## src/rtl/mips_divider.sv

```systemverilog
// Multi-cycle restoring divider for DIV / DIVU. Produces one quotient bit per
// cycle. The remainder goes to HI and the quotient goes to LO. The latency is
// fixed at WIDTH+3 cycles from the accepting edge to the end of the done pulse.
module mips_divider #(
    parameter int WIDTH = 32
) (
    input  logic             clk,
    input  logic             reset,
    input  logic             start,
    input  logic             is_signed,
    input  logic [WIDTH-1:0] dividend,
    input  logic [WIDTH-1:0] divisor,
    output logic             busy,
    output logic             done,
    output logic [WIDTH-1:0] quotient,
    output logic [WIDTH-1:0] remainder,
    output logic             div_by_zero
);

    localparam int CW = $clog2(WIDTH + 1);

    localparam logic [1:0] S_IDLE = 2'd0;
    localparam logic [1:0] S_RUN  = 2'd1;
    localparam logic [1:0] S_FIX  = 2'd2;
    localparam logic [1:0] S_DONE = 2'd3;

    logic [1:0]       state_q, state_d;
    logic [CW-1:0]    cnt_q, cnt_d;
    logic             fix_ph_q, fix_ph_d;
    logic [WIDTH-1:0] dvs_q, dvs_d;
    logic [WIDTH-1:0] quo_q, quo_d;
    logic [WIDTH-1:0] rem_q, rem_d;
    logic             qsign_q, qsign_d;
    logic             rsign_q, rsign_d;
    logic             dbz_q, dbz_d;
    logic             load_out;

    logic [WIDTH-1:0] quotient_q, remainder_q;
    logic             div_by_zero_q;

    // The partial remainder is always below the divisor, so only WIDTH bits
    // are stored. The WIDTH+1-bit working value exists only during the shift
    // and trial subtraction, and its top bit is the sign of the trial result.
    logic [WIDTH:0]   rem_sh;
    logic [WIDTH:0]   trial;
    logic [WIDTH-1:0] quo_neg, rem_neg;

    assign rem_sh  = {rem_q, quo_q[WIDTH-1]};
    assign trial   = rem_sh - {1'b0, dvs_q};
    assign quo_neg = -quo_q;
    assign rem_neg = -rem_q;

    assign busy        = (state_q != S_IDLE);
    assign done        = (state_q == S_DONE);
    assign quotient    = quotient_q;
    assign remainder   = remainder_q;
    assign div_by_zero = div_by_zero_q;

    // Next-state logic for the control FSM and the datapath registers.
    always_comb begin
        state_d  = state_q;
        cnt_d    = cnt_q;
        fix_ph_d = fix_ph_q;
        dvs_d    = dvs_q;
        quo_d    = quo_q;
        rem_d    = rem_q;
        qsign_d  = qsign_q;
        rsign_d  = rsign_q;
        dbz_d    = dbz_q;
        load_out = 1'b0;
        case (state_q)
            S_IDLE: begin
                if (start) begin
                    dvs_d    = (is_signed && divisor[WIDTH-1])  ? -divisor  : divisor;
                    quo_d    = (is_signed && dividend[WIDTH-1]) ? -dividend : dividend;
                    rem_d    = '0;
                    cnt_d    = '0;
                    fix_ph_d = 1'b0;
                    qsign_d  = is_signed & (dividend[WIDTH-1] ^ divisor[WIDTH-1]);
                    rsign_d  = is_signed & dividend[WIDTH-1];
                    dbz_d    = (divisor == '0);
                    state_d  = S_RUN;
                end
            end
            S_RUN: begin
                // A negative trial result means restore, which keeps the
                // shifted remainder unchanged.
                if (!trial[WIDTH]) begin
                    rem_d = trial[WIDTH-1:0];
                    quo_d = {quo_q[WIDTH-2:0], 1'b1};
                end else begin
                    rem_d = rem_sh[WIDTH-1:0];
                    quo_d = {quo_q[WIDTH-2:0], 1'b0};
                end
                cnt_d = cnt_q + CW'(1);
                if (cnt_q == CW'(WIDTH - 1)) begin
                    state_d = S_FIX;
                end
            end
            S_FIX: begin
                // Phase 0 applies the sign correction in place. Phase 1
                // publishes the results. A zero divisor already leaves the
                // dividend magnitude in the remainder, so restoring its sign
                // returns the original dividend. Only the quotient is forced.
                if (!fix_ph_q) begin
                    if (dbz_q) begin
                        quo_d = '1;
                    end else if (qsign_q) begin
                        quo_d = quo_neg;
                    end
                    if (rsign_q) begin
                        rem_d = rem_neg;
                    end
                    fix_ph_d = 1'b1;
                end else begin
                    load_out = 1'b1;
                    state_d  = S_DONE;
                end
            end
            default: begin
                state_d = S_IDLE;
            end
        endcase
    end

    // Control and datapath registers. Reset abandons any operation in flight.
    always_ff @(posedge clk or posedge reset) begin
        if (reset) begin
            state_q  <= S_IDLE;
            cnt_q    <= '0;
            fix_ph_q <= 1'b0;
            dvs_q    <= '0;
            quo_q    <= '0;
            rem_q    <= '0;
            qsign_q  <= 1'b0;
            rsign_q  <= 1'b0;
            dbz_q    <= 1'b0;
        end else begin
            state_q  <= state_d;
            cnt_q    <= cnt_d;
            fix_ph_q <= fix_ph_d;
            dvs_q    <= dvs_d;
            quo_q    <= quo_d;
            rem_q    <= rem_d;
            qsign_q  <= qsign_d;
            rsign_q  <= rsign_d;
            dbz_q    <= dbz_d;
        end
    end

    // Result registers. They change only on entry to DONE and hold otherwise.
    always_ff @(posedge clk or posedge reset) begin
        if (reset) begin
            quotient_q    <= '0;
            remainder_q   <= '0;
            div_by_zero_q <= 1'b0;
        end else if (load_out) begin
            quotient_q    <= quo_q;
            remainder_q   <= rem_q;
            div_by_zero_q <= dbz_q;
        end
    end

endmodule
```

## config.mk

```make
export PLATFORM = sky130hd
export DESIGN_NAME = mips_divider
export DESIGN_NICKNAME = d
export VERILOG_FILES = /design/src/rtl/mips_divider.sv
export SDC_FILE = /design/constraint.sdc
export NUM_CORES = 1
export LEC_CHECK = 0
export CAP_MARGIN = 0
export CORE_UTILIZATION = 35
export DETAILED_ROUTE_END_ITERATION = 16
export PLACE_DENSITY = 0.51
export SETUP_SLACK_MARGIN = 0.4
export SLEW_MARGIN = 20
export SYNTH_ARGS = -nofsm -noshare
export SYNTH_HDL_FRONTEND = slang
export SYNTH_SLANG_ARGS = --single-unit
export TNS_END_PERCENT = 30
```

## constraint.sdc

```tcl
create_clock -name clk -period 7.61 [get_ports clk]
set_input_delay 1.1415 -clock clk [delete_from_list [all_inputs] [get_ports clk]]
set_output_delay 1.1415 -clock clk [all_outputs]
set_load 0.01 [all_outputs]
```

* Word level (Yosys, flattened, before mapping)
Index checks and enable logic that the tools add are counted.
Storage, ports and cells: register bits 173, bits of input ports 68, output and inout bits 67, logic and storage cells 68
Operators by class: add/sub/neg operators 6, eq/ne operators 10, muxes and demuxes 23, bitwise operators 3, reductions and logical operators 14
Operators by type and width (number):
- $mux 32 | 10
- $pmux 32 s3 | 2
- $neg 32->32 | 4
- $sub 33x32->33 | 1
- $logic_not 32->1 | 1
- $pmux 6 s2 | 1
- $ne 2x2->1 const B | 5
- $reduce_and 4->1 | 2
- $add 6x1->6 const B | 1
- $eq 6x5->1 const B | 1
- $mux 2 | 3
- $mux 6 | 1
- $pmux 2 s3 | 1
- $reduce_and 2->1 | 3
- $reduce_bool 2->1 | 3
- $eq 2x2->1 const B | 2
- $mux 1 | 4
- $ne 3x3->1 const B | 1
- $reduce_and 3->1 | 1
- $reduce_bool 3->1 | 1
- $and 1x1->1 | 2
- $eq 2x1->1 const B | 1
- $logic_and 1x1->1 | 2
- $logic_not 2->1 | 1
- other kinds (2) | 2

* Logic depth before layout (Yosys ltp)
Gate-level depths: netlist of the first run.
depth in word-level cells 5, gate-level depth with buffers 13

* Worst setup path after synthesis of the first run
No wires, ideal clock.
path kind input-to-reg, start input divisor[10], end register dvs_q[30], setup time 0.133 ns, arrival time 3.430 ns, data required time 7.477 ns, slack 4.047 ns, stages on the path 8, buffers on the path 0, path through or4_4 nor4_2 nand2b_1 or3_4 or4_4 o41ai_2 xor2_1 o21ai_0
On the way: word-level cells in the longest chain between the ends 2
RTL lines:
- start: declaration | line 12 | input logic [WIDTH-1:0] divisor,
- $neg 32->32 | line 74 | dvs_d = (is_signed && divisor[WIDTH-1]) ? -divisor : divisor;
- $mux 32 | line 74
- end signal: assignment | line 142 | dvs_q <= dvs_d;
- end: declaration | line 30 | logic [WIDTH-1:0] dvs_q, dvs_d;
No other way between the ends. A chain may end at the register's enable or synchronous reset.

* Final worst setup path of the first run
start register rem_q[7], end register rem_q[27]
On the way: word-level cells in the longest chain between the ends 4, elaborated cells between the ends (all ways) 6
RTL lines:
- start: declaration | line 32 | logic [WIDTH-1:0] rem_q, rem_d;
- start signal: assignment | line 144 | rem_q <= rem_d;
- $neg 32->32 | line 51 | assign rem_neg = -rem_q;
- $mux 32 | line 111 | if (rsign_q) begin
- $mux 32 | line 105 | if (!fix_ph_q) begin
- $pmux 32 s3 (*) | line 71 | case (state_q)
Every way passes the cells marked *; elsewhere a longest branch is shown, timed or not. The select of a mux whose other input is x is not followed.

==> impl_metrics.env, run 1 <==
export IMPL_clk_latency_ns=0.45
export IMPL_hold_path_class="flip-flop to flip-flop"
export IMPL_setup_viol=0
export IMPL_startpoint_type="flip-flop"
export IMPL_slew_headroom_pct=31.67
export IMPL_antenna_found_initial=0
export IMPL_drt_wl_total_um=36750
export IMPL_htree_levels=4
export IMPL_fill_cells=3387
export IMPL_grt_pass1_vias=10437
export IMPL_final_hold_viol_count=0
export IMPL_skew_ns=0.01581
export IMPL_synth_ff_type="dfrtp_1"
export IMPL_antenna_cells=0
export IMPL_end_kind="flip-flop"
export IMPL_final_max_slew_viol_count=0
export IMPL_cts_tree="built"
export IMPL_wl_per_cell_um=18.41
export IMPL_cp_buffers_inverters=0
export IMPL_p_int_mw=3.611
export IMPL_path_class="flip-flop to flip-flop"
export IMPL_powerDensity_nw_per_um2=480.0
export IMPL_tightestPinTransition_ns=1.025
export IMPL_die_w_um=188.1
export IMPL_finalNonFillerCells=1996
export IMPL_dp_cells=1964
export IMPL_root_buffer="clkbuf_16"
export IMPL_yosysWarningCount=0
export IMPL_slowest_stage="a2111oi_0"
export IMPL_switching_share_pct=48.06
export IMPL_p_comb_share_pct=61.0
export IMPL_hpwl_um=26380
export IMPL_max_freq_mhz=251.7
export IMPL_slowest_delay_ns=0.79
export IMPL_finalCritPeriodShare_pct=52.20
export IMPL_p_sw_mw=3.341
export IMPL_fin_setup_tns_ns=0
export IMPL_power_share_clock_pct=14.0
export IMPL_die_area_um2=35390
export IMPL_drtAntennaViolNets=0
export IMPL_clkTransAtPathRegs_ns=0.07
export IMPL_vias=10905
export IMPL_cts_sinks=173
export IMPL_syn_cell_area_um2=12120
export IMPL_ff_latch_area_um2=4329
export IMPL_crit_top_cell="a31oi_1"
export IMPL_drive_gt1_share_pct=8.398
export IMPL_peakVddDrop_v=0.0002343
export IMPL_place_congestion=0.8806
export IMPL_cp_top_family="compound AO/OA/AOI/OAI gates"
export IMPL_seq_power_share_pct=25.1
export IMPL_cts_buffers=17
export IMPL_p_leak_nw=6.053
export IMPL_port_buffers=134
export IMPL_die_h_um=188.1
export IMPL_fin_ws_ns=3.638
export IMPL_drc_errors=0
export IMPL_start_util_pct=35.88
export IMPL_cts_buffer_depth=2
export IMPL_ys_async_sr_fraction_pct=100.0
export IMPL_critPathMaxFanout=10
export IMPL_grt_max_degree=74
export IMPL_max_cap_violations=0
export IMPL_multiInputGateArea_um2=7269
export IMPL_postCtsSetupBuffers=0
export IMPL_syn_nets=1561
export IMPL_grt_pass1_wl_um=59220
export IMPL_ctsResizeCount=0
export IMPL_synth_edf_count=0
export IMPL_viasPerCell=5.463
export IMPL_fin_util_pct=42.87
export IMPL_postCtsHoldBufs=0
export IMPL_rsz0062_at_grt="false"
export IMPL_drtIter0Drc=629
export IMPL_crit_required_ns=7.90
export IMPL_dp_slack_ns=3.135
export IMPL_grt_ovfl_total=0
export IMPL_grt_util_all_layers_pct=21.13
export IMPL_ys_seq_area_share_pct=35.71
export IMPL_crit_chain="ha_1 -> a21oi_1 -> nor2_1 -> a2111oi_0 -> a31oi_1 -> a31oi_1 -> mux2_2 -> o21ai_0 -> o221ai_1"
export IMPL_avgSynthCellArea_um2=8.355
export IMPL_finalNetCount=1645
export IMPL_synthCells=1451
export IMPL_fp_row_count=67
export IMPL_hold_ws_ns=0.4814
export IMPL_syn_to_final_growth_pct=19.48
export IMPL_ys_types=72
export IMPL_period_minus_slack_ns=3.972
export IMPL_core_area_um2=33780
export IMPL_status="completed"
export IMPL_io_pins=135
export IMPL_cp_data_arrival_time_ns=4.26
export IMPL_firstDrtPassIters=5
export IMPL_ys_seq_elements=173
worst min-delay path, delay by kind of cell (launching register included):
family          cells  cell delay, ns
flops               1            0.34
compound gates      1            0.06
simple gates        1            0.05
placed cells by master (no fill, tap or decap), types with 18 or more instances in the layout:
cell type / netlist / layout
a21oi_1: 107 / 107
clkdlybuf4s50_1: 0 / 134
dfrtp_1: 173 / 173
ha_1: 41 / 41
inv_1: 61 / 60
mux2_2: 59 / 59
mux2i_1: 27 / 27
nand2_1: 167 / 165
nand3_1: 19 / 19
nor2_1: 108 / 106
nor3_1: 47 / 47
o21ai_0: 178 / 178
o31ai_1: 22 / 22
or3_1: 18 / 18
xnor2_1: 45 / 45
xor2_1: 55 / 55
kinds of logic after synthesis:
kind of cell | after synthesis | synth area share (%)
xor+xnor | 100 | 7.225
flops | 173 | 35.71
mux | 87 | 7.834
simple gates | 469 | 18.69
fa+ha+maj | 42 | 4.397
compound gates | 435 | 21.58
buf+inv | 145 | 4.562
Yosys cell counts (6+ instances only):
cell | number | share of area, %
o21ai_0 | 178 | 7.3
dfrtp_1 | 173 | 36
nand2_1 | 167 | 5.2
nor2_1 | 108 | 3.3
a21oi_1 | 107 | 4.4
clkbuf_1 | 71 | 2.2
inv_1 | 61 | 1.9
mux2_2 | 59 | 5.5
xor2_1 | 55 | 4.0
nor3_1 | 47 | 1.9
xnor2_1 | 45 | 3.3
ha_1 | 41 | 4.2
mux2i_1 | 27 | 2.2
o31ai_1 | 22 | 1.4
nand3_1 | 19 | 0.78
or3_1 | 18 | 0.93
a31oi_1 | 17 | 0.88
nand2b_1 | 13 | 0.67
nand4_1 | 13 | 0.67
nor4_1 | 13 | 0.67
or4_1 | 13 | 0.81
a211oi_1 | 12 | 0.74
and2_1 | 12 | 0.62
o211ai_1 | 11 | 0.68
a22oi_1 | 9 | 0.56
and3_1 | 9 | 0.46
o41ai_1 | 9 | 0.65
a21o_1 | 7 | 0.43
o311ai_0 | 7 | 0.51
buf_1 | 6 | 0.19
nor2b_1 | 6 | 0.31
o21a_1 | 6 | 0.37
metal layers:
metal,global-route usage [%],up-vias,wire [µm]
li1,-,5396,-
met1,31.13,5212,18510
met2,32.16,269,16320
met3,2.770,28,1423
met4,5.691,0,493
met5,0,-,0
worst paths after layout:
check	start	end	slack [ns]	cells after the start
hold / removal	dvs_q[16]	dvs_q[16]	0.48	2
min in group asynchronous	reset	cnt_q[5]	1.14	2
hold reg to reg	dvs_q[16]	dvs_q[16]	0.48	2
setup / recovery	rem_q[7]	rem_q[27]	3.64	9
setup reg to reg	rem_q[7]	rem_q[27]	3.64	9
max in group asynchronous	reset	rem_q[22]	5.27	3
layout make-up:
type / instances / area share, %
clock buffers: 18 / 2.963
clock inverters: 14 / 1.434
inverters: 61 / 1.615
multi-input cells: 1133 / 50.19
flip-flops and latches: 173 / 29.89
well taps: 448 / 3.870
repair buffers: 149 / 10.04
state kept, by name, indices dropped and copies added, names as in the netlist:
register and count:
qsign_q 1, div_by_zero 1, remainder 32, rsign_q 1
quo_q 32, rem_q 32, cnt_q 6, quotient 32
fix_ph_q 1, dvs_q 32, state_q 2, dbz_q 1
power by group through the flow:
stage          Combinational [mW]  Sequential, mW  Clock [mW]
2_1_floorplan                2.98            1.64           0
3_3_place_gp                 4.19            1.75           0
3_5_place_dp                 4.22            1.76           0
4_1_cts                      4.24            1.74       0.997
5_1_grt                      4.71            1.81        1.03
6_report                     4.24            1.74       0.971
stage by stage:
stage,instance area [µm²],power [mW]
after floorplan,12120,4.617
after global routing,14480,7.548
after CTS,14480,6.977
after detailed placement,13840,5.975
final,14480,6.952
after global placement,13840,5.938
Power figures use the tool's default switching activity.
==> run 2, diff against run 1 <==
- clock period: 7.61 -> 3.7 ns (I/O delays scaled with it)
==> run 2 against run 1 <==
Net effect: cell count up 1.7%; final area up 2.6%; global-route usage up 0.43 points; wire length up 1.9%; sequential power up 100%; first-iteration DRC count up 25%; clock skew down 0.0013 ns; combinational power up 120%; critical path depth down 1; clock-buffer cell count down 1; worst hold slack worse by 0.0032 ns; sequential share of layout area down 0.76 points; largest cell class unchanged; highest routed layer unchanged.
==> impl_metrics.env, run 2 (synthesis gave the netlist of run 1 again) <==
export IMPL_hpwl_um=27400
export IMPL_crit_top_cell="or3_1"
export IMPL_end_kind="flip-flop"
export IMPL_vias=11099
export IMPL_period_minus_slack_ns=3.159
export IMPL_seq_power_share_pct=23.9
export IMPL_p_leak_nw=6.247
export IMPL_tightestPinTransition_ns=1.043
export IMPL_layout_commonest_cell="o21ai_0"
export IMPL_p_int_mw=7.843
export IMPL_root_buffer="clkbuf_16"
export IMPL_hold_ws_ns=0.4782
export IMPL_peakVddDrop_v=0.0005405
export IMPL_max_cap_violations=0
export IMPL_slew_headroom_pct=30.45
export IMPL_clk_latency_ns=0.45
export IMPL_max_freq_mhz=316.6
export IMPL_skew_ns=0.01448
export IMPL_viasPerCell=5.467
export IMPL_grt_ovfl_total=0
export IMPL_port_buffers=134
export IMPL_antenna_found_initial=1
export IMPL_powerDensity_nw_per_um2=999.9
export IMPL_io_pins=135
export IMPL_clkTransAtPathRegs_ns=0.07
export IMPL_crit_required_ns=4.02
export IMPL_grt_max_degree=76
export IMPL_p_comb_share_pct=61.9
export IMPL_reg2reg_depth=8
export IMPL_drtAntennaViolNets=0
export IMPL_fin_setup_tns_ns=0
export IMPL_drive_gt1_share_pct=10.88
export IMPL_cts_buffers=17
export IMPL_grt_pass1_vias=10639
export IMPL_power_share_clock_pct=14.2
export IMPL_path_class="flip-flop to flip-flop"
export IMPL_die_area_um2=35390
export IMPL_fp_row_count=67
export IMPL_crit_chain="or4_1 -> or3_4 -> or3_1 -> or3_1 -> or3_1 -> mux2_4 -> a22oi_2 -> o21ai_1"
export IMPL_slowest_stage="or4_1"
export IMPL_final_max_slew_viol_count=0
export IMPL_critPathMaxFanout=5
export IMPL_hold_path_class="flip-flop to flip-flop"
export IMPL_status="completed"
export IMPL_cp_top_family="simple AND/OR/NAND/NOR gates"
export IMPL_rsz0062_at_grt="true"
export IMPL_drtIter0Drc=785
export IMPL_finalNetCount=1678
export IMPL_htree_levels=4
export IMPL_drc_errors=0
export IMPL_holdPathStages=2
export IMPL_core_area_um2=33780
export IMPL_grt_pass1_wl_um=60230
export IMPL_finalCritPeriodShare_pct=85.38
export IMPL_cp_buffers_inverters=0
export IMPL_setup_viol=0
export IMPL_crit_cells=8
export IMPL_slowest_delay_ns=0.56
export IMPL_place_congestion=0.9195
export IMPL_firstDrtPassIters=5
export IMPL_cp_data_arrival_time_ns=3.48
export IMPL_die_h_um=188.1
export IMPL_syn_to_final_growth_pct=22.62
export IMPL_final_cell_mix="o21ai_0, dfrtp_1, nand2_1, clkdlybuf4s50_1, nor2_1"
export IMPL_cts_buffer_depth=2
export IMPL_final_hold_viol_count=0
export IMPL_switching_share_pct=47.23
export IMPL_p_sw_mw=7.020
export IMPL_startpoint_type="flip-flop"
export IMPL_die_w_um=188.1
export IMPL_drt_wl_total_um=37430
export IMPL_grt_util_all_layers_pct=21.56
export IMPL_wl_per_cell_um=18.44
export IMPL_start_util_pct=35.88
export IMPL_cts_tree="built"
export IMPL_cts_sinks=173
[run 2: cell count changes in the layout (fill, tap and decap cells not counted), moves of 2 or more]
| cell | previous run | this run |
|---|---|---|
| a21oi_1 | 107 | 105 |
| a21oi_2 | 0 | 2 |
| buf_12 | 0 | 3 |
| buf_4 | 15 | 43 |
| bufinv_16 | 4 | 6 |
| inv_8 | 2 | 0 |
| nor2b_1 | 6 | 4 |
| nor2b_2 | 0 | 2 |
| o31ai_1 | 22 | 20 |
| o31ai_2 | 0 | 2 |
[run 2: stage by stage]
step	util (%)	total power [mW]	instance area, µm²	std cells	setup slack, ns
floorplan	-	9.497	12130	1451	0.6348
detailed placement	41.76	12.58	14110	1995	0.05046
global route	44.00	16.14	14870	2030	0.3713
CTS	43.77	14.77	14790	2027	0.4411
global placement	41.76	12.52	14110	1995	0.09016
finish	44.00	14.86	14870	2030	0.5410
[run 2: final timing paths]
kind / start / to / slack [ns]
max: rem_q[0] / rem_q[13] / 0.54
min: dvs_q[10] / dvs_q[10] / 0.48
max reg2reg: rem_q[0] / rem_q[13] / 0.54
min reg2reg: dvs_q[10] / dvs_q[10] / 0.48
max in group asynchronous: reset / remainder[30] / 2.70
min in group asynchronous: reset / rsign_q / 0.59
[run 2: area by class of cell]
type / count / area [µm²]
Clock inverter: 15 / 254.0
Multi-Input combinational cell: 1133 / 7300
Fill cell: 3360 / 18920
Sequential cell: 173 / 4330
Tap cell: 448 / 560.5
Timing Repair Buffer: 182 / 1760
Inverter: 61 / 232.7
Clock buffer: 17 / 425.4
Antenna cell: 1 / 2.502
[run 2: power by group through the flow]
stage,registers [mW],clock network (mW),logic (mW)
after floorplan,3.36,0,6.13
after global placement,3.57,0,8.95
after detailed placement,3.59,0,8.99
after CTS,3.56,2.17,9.04
after global routing,3.70,2.24,10.2
final,3.56,2.11,9.20
[run 2: layer usage]
metal  vias up  part of all wire [%]  global-route usage [%]
met5         -                     0                       0
met4         0                   1.3                   5.566
met3        25                   4.4                   3.013
met2       280                    45                   32.97
met1      5318                    50                   31.64
li1       5476                     -                       -
[run 2: worst min-delay path, delay by kind of cell (launching register included)]
family             cells  cell delay [ns]
and+or+nand+nor        1             0.05
AOI/OAI and AO/OA      1             0.06
DFF                    1             0.34
[run 2: what timing repair did]
item                       4_1_cts  5_1_grt
hold endpoints to repair         0        0
resized for setup                0       12
setup buffers                    0        1
setup endpoints to repair        0       32
hold buffers                     0        0
==> run 3, diff against run 2 <==
- REMOVE_ABC_BUFFERS: not set -> 1
==> run 3 against run 2 <==
Net effect: sequential share of layout area grew 0.060 points; critical path depth grew 2; combinational power shrank 1%; die area is the same; cell count grew 0.25%.
==> impl_metrics.env, run 3 (synthesis gave the netlist of run 1 again) <==
export IMPL_status="completed"
export IMPL_path_class="input port to flip-flop"
export IMPL_hpwl_um=28000
export IMPL_grt_pass1_wl_um=60600
export IMPL_crit_chain="clkdlybuf4s50_1 -> or4_1 -> or4_1 -> nor4b_1 -> buf_4 -> and2_1 -> a21oi_1 -> xnor2_1 -> o2bb2ai_1 -> a41oi_1"
export IMPL_viasPerCell=5.525
export IMPL_crit_top_cell="or4_1"
export IMPL_crit_required_ns=4.05
export IMPL_fill_cells=3316
export IMPL_antenna_found_initial=1
export IMPL_fin_util_pct=43.90
export IMPL_rsz0062_at_grt="true"
export IMPL_setup_viol=0
export IMPL_slowest_stage="or4_1"
export IMPL_grt_max_degree=74
export IMPL_die_area_um2=35390
export IMPL_use_met2_pct=33.39
export IMPL_firstDrtPassIters=5
export IMPL_drtIter0Drc=936
export IMPL_p_leak_nw=6.244
export IMPL_hold_path_class="flip-flop to flip-flop"
export IMPL_finalNetCount=1684
export IMPL_period_minus_slack_ns=3.209
export IMPL_final_max_slew_viol_count=0
export IMPL_cts_buffers=17
export IMPL_start_util_pct=35.88
export IMPL_cp_buffers_inverters=2
export IMPL_final_cell_mix="o21ai_0, dfrtp_1, nand2_1, clkdlybuf4s50_1"
export IMPL_root_buffer="clkbuf_16"
export IMPL_grt_util_all_layers_pct=21.66
export IMPL_finalCritPeriodShare_pct=86.74
export IMPL_end_kind="flip-flop"
export IMPL_tightestPinTransition_ns=0.9672
export IMPL_drt_wl_total_um=37800
export IMPL_grt_ovfl_total=0
export IMPL_startpoint_type="input port"
export IMPL_cp_data_arrival_time_ns=3.56
export IMPL_layout_commonest_cell="o21ai_0"
export IMPL_syn_to_final_growth_pct=22.33
export IMPL_io_pins=135
export IMPL_clkTransAtPathRegs_ns=0.07
export IMPL_die_h_um=188.1
export IMPL_cts_sinks=173
export IMPL_htree_levels=4
export IMPL_port_buffers=134
export IMPL_powerDensity_nw_per_um2=988.0
export IMPL_cts_tree="built"
export IMPL_use_met3_pct=3.182
export IMPL_skew_ns=0.01121
export IMPL_final_hold_viol_count=0
export IMPL_use_met1_pct=31.19
export IMPL_drc_errors=0
export IMPL_peakVddDrop_v=0.0004861
export IMPL_fp_row_count=67
export IMPL_wl_per_cell_um=18.57
export IMPL_hold_ws_ns=0.4827
export IMPL_place_congestion=0.8675
export IMPL_critPathMaxFanout=4
export IMPL_fin_ws_ns=0.4906
export IMPL_drive_gt1_share_pct=10.96
export IMPL_ff_latch_area_um2=4329
export IMPL_slowest_delay_ns=0.65
export IMPL_fin_setup_tns_ns=0
export IMPL_grt_pass1_vias=10773
export IMPL_grt_busiest_layer="met2"
export IMPL_antenna_cells=0
export IMPL_core_area_um2=33780
export IMPL_die_w_um=188.1
export IMPL_cp_top_family="simple AND/OR/NAND/NOR gates"
export IMPL_max_cap_violations=0
export IMPL_cts_buffer_depth=2
export IMPL_vias=11243
export IMPL_clk_latency_ns=0.45
export IMPL_drtAntennaViolNets=0
export IMPL_slew_headroom_pct=35.52
export IMPL_max_freq_mhz=311.6
export IMPL_multiInputGateArea_um2=7288
export IMPL_dp_slack_ns=0.1015
-- run 3: cell count changes in the layout (fill, tap and decap cells not counted), sizes merged --
cell / before / now
inv: 65 / 66
buf: 47 / 54
clkbuf: 18 / 17
bufinv: 6 / 4
diode: 1 / 0
clkinvlp: 2 / 3
-- run 3: worst paths after layout --
path,start,endpoint,slack [ns],cells past startpoint
worst min register to register,dvs_q[26],dvs_q[26],0.48,2
max in group asynchronous,reset,dvs_q[2],2.41,3
worst max-delay path,dividend[10],quo_q[25],0.49,10
worst max register to register,quo_q[31],rem_q[0],0.50,11
worst min-delay path,dvs_q[26],dvs_q[26],0.48,2
min in group asynchronous,reset,quotient[0],0.54,2
-- run 3: timing repair --
| item | in CTS | in global routing |
|---|---|---|
| gates resized for setup | 1 | 4 |
| setup endpoints to repair | 2 | 9 |
| hold buffers | 0 | 0 |
| endpoints found under the hold margin | 0 | 0 |
| buffers inserted | 0 | 0 |
-- run 3: area by class of cell --
class	count	share of cell area [%]
Multi-Input combinational cell	1133	49.14
Sequential cell	173	29.19
Clock inverter	15	1.409
Clock buffer	17	2.868
Inverter	61	1.578
Tap cell	448	3.780
Timing Repair Buffer	188	12.03
-- run 3: routing by layer --
metal / routed length [µm] / vias up / part of all wire, %
li1: - / 5477 / -
met1: 18370 / 5402 / 49
met2: 16990 / 320 / 45
met3: 1723 / 44 / 4.6
met4: 709 / 0 / 1.9
met5: 0 / - / 0
-- run 3: through the flow --
step           instance area (µm²)  std cells  power (mW)
6_report                     14830       2035       14.65
5_1_grt                      14830       2035       15.92
4_1_cts                      14810       2035       14.66
3_5_place_dp                 14170       2003       12.59
3_3_place_gp                 14170       2003       12.54
2_1_floorplan                11800       1367       9.343
-- run 3: tightest hold or removal path, cell delays in order, from the launching register on --
cell and delay, ns:
dfrtp_1 0.34, nand2_1 0.05, o21ai_0 0.06
-- run 3: power by group --
| part | switching (mW) | internal [mW] |
|---|---|---|
| Sequential | 0.876 | 2.69 |
| Combinational | 5.22 | 3.87 |
| Clock | 0.852 | 1.14 |
| Total | 6.95 | 7.70 |
